[src/rtl/shared_pkg.sv]
// Constants and types shared by the FIFO write-side blocks.
// FIFO_WIDTH sets the FIFO data width. The DEF_* values are the arbiter's default parameters.
package shared_pkg;

  localparam int FIFO_WIDTH    = 16;
  localparam int DEF_NUM_REQ   = 4;
  localparam int DEF_MAX_BURST = 8;

  typedef enum logic {
    IDLE  = 1'b0,
    GRANT = 1'b1
  } arb_state_e;

endpackage

[src/rtl/rr_picker.sv]
// Combinational round-robin picker. The search starts at (ptr+1) mod NUM_REQ.
// Outputs are the first set request bit as a one-hot vector and as an index.
module rr_picker #(
  parameter int NUM_REQ = 4,
  parameter int IDX_W   = $clog2(NUM_REQ)
) (
  input  logic [NUM_REQ-1:0] req,
  input  logic [IDX_W-1:0]   ptr,
  output logic [NUM_REQ-1:0] winner_oh,
  output logic [IDX_W-1:0]   winner_idx
);

  logic             found;
  int               cand;
  logic [IDX_W-1:0] cand_idx;

  always_comb begin
    winner_oh  = '0;
    winner_idx = '0;
    found      = 1'b0;
    cand       = 0;
    cand_idx   = '0;
    // k runs 1..NUM_REQ, so the current pointer holder is checked last.
    for (int k = 1; k <= NUM_REQ; k++) begin
      cand     = (int'(ptr) + k) % NUM_REQ;
      cand_idx = IDX_W'(cand);
      if (!found && req[cand_idx]) begin
        found               = 1'b1;
        winner_oh[cand_idx] = 1'b1;
        winner_idx          = cand_idx;
      end
    end
  end

endmodule

[src/rtl/fifo_wr_arbiter.sv]
// Round-robin, packet-locked arbiter that shares one FIFO write port between NUM_REQ requesters.
// A grant lasts until the last beat of a packet or until MAX_BURST beats, whichever comes first.
// fifo_full gates every write. Sticky flags record FIFO overflow and missing write acks.
module fifo_wr_arbiter #(
  parameter int NUM_REQ    = shared_pkg::DEF_NUM_REQ,
  parameter int MAX_BURST  = shared_pkg::DEF_MAX_BURST,
  parameter int FIFO_WIDTH = shared_pkg::FIFO_WIDTH
) (
  input  logic                          clk,
  input  logic                          rst,
  input  logic [NUM_REQ-1:0]            req_valid,
  input  logic [NUM_REQ*FIFO_WIDTH-1:0] req_data,
  input  logic [NUM_REQ-1:0]            req_last,
  output logic [NUM_REQ-1:0]            req_ready,
  output logic [NUM_REQ-1:0]            grant,
  output logic                          fifo_wr_en,
  output logic [FIFO_WIDTH-1:0]         fifo_data_in,
  input  logic                          fifo_full,
  input  logic                          fifo_wr_ack,
  input  logic                          fifo_overflow,
  output logic                          busy,
  output logic                          ovf_err,
  output logic                          ack_err
);

  import shared_pkg::*;

  localparam int IDX_W = $clog2(NUM_REQ);
  localparam int CNT_W = $clog2(MAX_BURST + 1);

  // Handshake: a beat moves only when hs is high, that is when the owner has
  // req_valid set, the FIFO is not full and we are in GRANT. req_ready and
  // fifo_wr_en are both hs, so a producer sees its beat taken in the same cycle.
  arb_state_e         state_q;
  arb_state_e         state_d;
  logic [NUM_REQ-1:0] grant_q;
  logic [IDX_W-1:0]   owner_q;
  logic [IDX_W-1:0]   rr_ptr_q;
  logic [CNT_W-1:0]   beat_cnt_q;
  logic               wr_en_q;

  logic [NUM_REQ-1:0] pick_oh;
  logic [IDX_W-1:0]   pick_idx;
  logic               any_req;
  logic               hs;
  logic               release_pkt;

  rr_picker #(
    .NUM_REQ (NUM_REQ),
    .IDX_W   (IDX_W)
  ) u_picker (
    .req        (req_valid),
    .ptr        (rr_ptr_q),
    .winner_oh  (pick_oh),
    .winner_idx (pick_idx)
  );

  assign any_req     = |req_valid;
  assign hs          = (state_q == GRANT) && req_valid[owner_q] && !fifo_full;
  assign release_pkt = hs && (req_last[owner_q] || (beat_cnt_q == CNT_W'(MAX_BURST - 1)));

  always_ff @(posedge clk) begin
    if (rst) begin
      state_q <= IDLE;
    end else begin
      state_q <= state_d;
    end
  end

  always_comb begin
    state_d = state_q;
    case (state_q)
      IDLE:    if (any_req)     state_d = GRANT;
      GRANT:   if (release_pkt) state_d = IDLE;
      default: state_d = IDLE;
    endcase
  end

  always_comb begin
    busy         = (state_q == GRANT);
    grant        = grant_q;
    fifo_wr_en   = hs;
    req_ready    = hs ? grant_q : '0;
    fifo_data_in = hs ? req_data[owner_q*FIFO_WIDTH +: FIFO_WIDTH] : '0;
  end

  // The pointer tracks the last winner, so the next search starts just after it.
  always_ff @(posedge clk) begin
    if (rst) begin
      grant_q    <= '0;
      owner_q    <= '0;
      rr_ptr_q   <= IDX_W'(NUM_REQ - 1);
      beat_cnt_q <= '0;
    end else if (state_q == IDLE && any_req) begin
      grant_q    <= pick_oh;
      owner_q    <= pick_idx;
      rr_ptr_q   <= pick_idx;
      beat_cnt_q <= '0;
    end else if (hs) begin
      beat_cnt_q <= beat_cnt_q + 1'b1;
      if (release_pkt) begin
        grant_q <= '0;
      end
    end
  end

  // The FIFO acks one cycle after each accepted write. A write with no ack behind it sets ack_err.
  always_ff @(posedge clk) begin
    if (rst) begin
      wr_en_q <= 1'b0;
      ovf_err <= 1'b0;
      ack_err <= 1'b0;
    end else begin
      wr_en_q <= hs;
      if (fifo_overflow)            ovf_err <= 1'b1;
      if (wr_en_q && !fifo_wr_ack)  ack_err <= 1'b1;
    end
  end

endmodule
[config.mk]
export PLATFORM = sky130hd
export DESIGN_NAME = fifo_wr_arbiter
export DESIGN_NICKNAME = d
export VERILOG_FILES = /design/src/rtl/shared_pkg.sv /design/src/rtl/rr_picker.sv /design/src/rtl/fifo_wr_arbiter.sv
export SDC_FILE = /design/constraint.sdc
export NUM_CORES = 1
export LEC_CHECK = 0
export ABC_AREA = 1
export CORE_MARGIN = 2
export CORE_UTILIZATION = 30
export CTS_BUF_LIST = sky130_fd_sc_hd__clkbuf_2 sky130_fd_sc_hd__clkbuf_4 sky130_fd_sc_hd__clkbuf_8
export DETAILED_ROUTE_END_ITERATION = 7
export MAX_ROUTING_LAYER = met4
export PLACE_DENSITY_LB_ADDON = 0.3
export SKIP_CTS_REPAIR_TIMING = 1
export SYNTH_ARGS = -nofsm -noshare
export SYNTH_HDL_FRONTEND = slang
export SYNTH_SLANG_ARGS = --single-unit
[constraint.sdc]
create_clock -name clk -period 4.5 [get_ports clk]
set_input_delay 0.9 -clock clk [delete_from_list [all_inputs] [get_ports clk]]
set_output_delay 0.9 -clock clk [all_outputs]
set_load 0.01 [all_outputs]
==> run_results.csv <==
group,metric,value,unit
yosys,synth_top_family_by_area,"simple AND/OR/NAND/NOR gates",
yosys,ys_ff_latch,16,
yosys,synthSimpleGateAreaFrac,0.4113,
yosys,yosys-mux-area-fraction,0,
finish,area_delta_synth_final,62.20,%
finish,layout_common_cells,"104 x clkdlybuf4s50_1, 79 x nor2_1, 46 x nand2_1",
global_routing,antenna_found_initial,0,
power,power_frac_comb,0.671,
timing,fmax,0.2749,GHz
timing,hold_ws,0.4684,ns
yosys,synth_compound_area_frac,0.2362,
detailed_routing,wl_per_cell,12.99,µm
floorplanning,fp.dieW,80.69,µm
finish,instances_no_fill,468,
yosys,netlist_area,1764,µm²
setup_path,crit_type,"in2out",
floorplanning,dieHeight,80.69,µm
power,ir_drop,0.0002146,V
setup_path,cp.arrival,2.74,ns
yosys,syn-num-nets,389,
timing,drv_slew,0,
clock_network,cts_buffers,3,
detailed_routing,viasPerCell,4.889,
floorplanning,rows,27,
clock_network,clock_latency,0.24,ns
placement,gp_congestion,0.8592,
floorplanning,start_util,0.3146,
power,p_total,1.063,mW
yosys,synth_fa_ha_area_frac,0.06383,
detailed_routing,drt-total-wl,6079,µm
timing,rsz0062_at_grt,"no",
clock_network,path_clk_slew,0.06,ns
timing,tightest_slew,0.7947,ns
placement,placed_area,2806,µm²
finish,final_common_cell,"clkdlybuf4s50_1",
power,p_leak,1.145,nW
floorplanning,core,5608,µm²
floorplanning,ioPinCount,105,
power,power_frac_seq,0.211,
placement,port_buffers,104,
setup_path,cp.required,3.60,ns
finish,fin_nets,483,
yosys,syn_area_per_cell,5.822,µm²
power,pwr-share-clk,0.118,
timing,min_period,3.638,ns
detailed_routing,vias,2288,
run_status,status,"complete, no violations",
yosys,ys_types,31,
timing,setup-tns-final,0,ns
setup_path,r2r_setup_slack,2.23,ns
yosys,ys_seq_area_frac,0.1816,
placement,hpwl,4568,µm
power,intPower,0.5379,mW
detailed_routing,ant_nets,0,
power,p_switching,0.5254,mW
yosys,synth_xor_area_frac,0,
timing,hold_violations,0,
job,cap_violations,0,
min_path,hold_path_class,"reg2reg",
finish,multi_input_area,1255,µm²
clock_network,clock-root-buffer,"clkbuf_8",
timing,finalCritPeriodShare,0.8085,
finish,insertedDiodeCount,0,
clock_network,cts_tree,"done",
global_routing,grt_overflow,0,
setup_path,critical_path.endpoint_type,"primary output",
global_routing,grt_pass1_vias,2000,
finish,drive_above_1_share,0.07323,
global_routing,grt_max_degree,38,
finish,register_area,320.3,µm²
global_routing,grt_usage,0.1799,
timing,final-setup-viol-count,0,
placement,dp_slack,0.8454,ns
floorplanning,dieArea,6510,µm²
finish,design_area,2861,µm²
finish,finish.utilization,0.5103,
yosys,synthCells,303,
detailed_routing,drt_pass1_iterations,4,
setup_path,reg2regPathDepth,10,
yosys,yosys_warnings,0,
clock_network,clkSinkCount,16,
setup_path,start_kind,"input pin",
detailed_routing,route.detailed.drc,0,
timing,maxSlewHeadroom,0.4695,
power,swShare,0.4941,
detailed_routing,drt-initial-drc-count,64,
finish,num-fill-cells,578,
setup_path,critPathMaxFanout,26,
min_path,hold_path_depth,2,
clock_network,clk_path_buf_depth,2,
placement,placed_cells,464,
timing,setup_slack,0.8617,ns
power,p_per_area,371.6,nW/µm²
clock_network,cts_htree_levels,1,
timing,fin_skew,0.002823,ns
global_routing,grt_pass1_wl,9149,µm
## metal layers
metal  wire length (µm)  up-vias  GRT usage
met3                612        4    0.04157
met4                 62        0    0.02881
met5                  0        -          -
met2               2694       85     0.3058
met1               2710     1019     0.2211
li1                   -     1180          -
## cells by family after synthesis
| group | Yosys count |
|---|---|
| AND/OR/NAND/NOR | 164 |
| flip-flops | 16 |
| adder cells (fa/ha/maj) | 9 |
| buffers and inverters | 38 |
| AO/OA/AOI/OAI | 76 |
## Yosys cell counts (all sizes together)
library cell | count | area share
a21boi | 4 | 0.017
a21oi | 33 | 0.10
nand4 | 1 | 0.0035
ha | 9 | 0.064
o211ai | 2 | 0.0085
or2 | 2 | 0.0071
nand2 | 49 | 0.11
o21ai | 35 | 0.099
buf | 5 | 0.031
dfxtp | 16 | 0.18
o22ai | 1 | 0.0071
a211oi | 1 | 0.0043
nor2 | 82 | 0.18
inv | 22 | 0.052
clkbuf | 11 | 0.023
nand3 | 30 | 0.10
## power by group through the flow
stage / Combinational [mW] / Clock [mW] / Sequential [mW]
3_3_place_gp: 0.704 / 0 / 0.227
5_1_grt: 0.798 / 0.134 / 0.232
3_5_place_dp: 0.709 / 0 / 0.227
2_1_floorplan: 0.534 / 0 / 0.195
6_report: 0.713 / 0.126 / 0.225
4_1_cts: 0.713 / 0.130 / 0.224
## worst max-delay path, stage by stage
cell             delay, ns
clkdlybuf4s50_1       0.53
nand2_1               0.08
nand3_1               0.12
nand3_4               0.28
a21oi_1               0.25
clkdlybuf4s50_1       0.56
## final timing paths
check | endpoint | from
min reg2reg | ack_err$_SDFFE_PP0P_ | wr_en_q$_SDFF_PP0_
min | ack_err$_SDFFE_PP0P_ | wr_en_q$_SDFF_PP0_
max | fifo_data_in[13] | req_valid[2]
max reg2reg | grant[3]$_SDFFE_PP0P_ | rr_ptr_q[1]$_SDFFE_PP1P_
## area by class of cell
type / count / area share
inverter: 22 / 0.03236
multi-input combinational: 249 / 0.4386
sequential: 16 / 0.1119
timing repair buffer: 105 / 0.3664
tap: 72 / 0.03148
clock buffer: 4 / 0.01924
## state kept, by name, indices dropped and copies added, names as in the netlist
signal      cells
beat_cnt_q      4
grant           4
owner_q         2
rr_ptr_q        2
ack_err         1
busy            1
ovf_err         1
wr_en_q         1
Power figures use the tool's default switching activity.
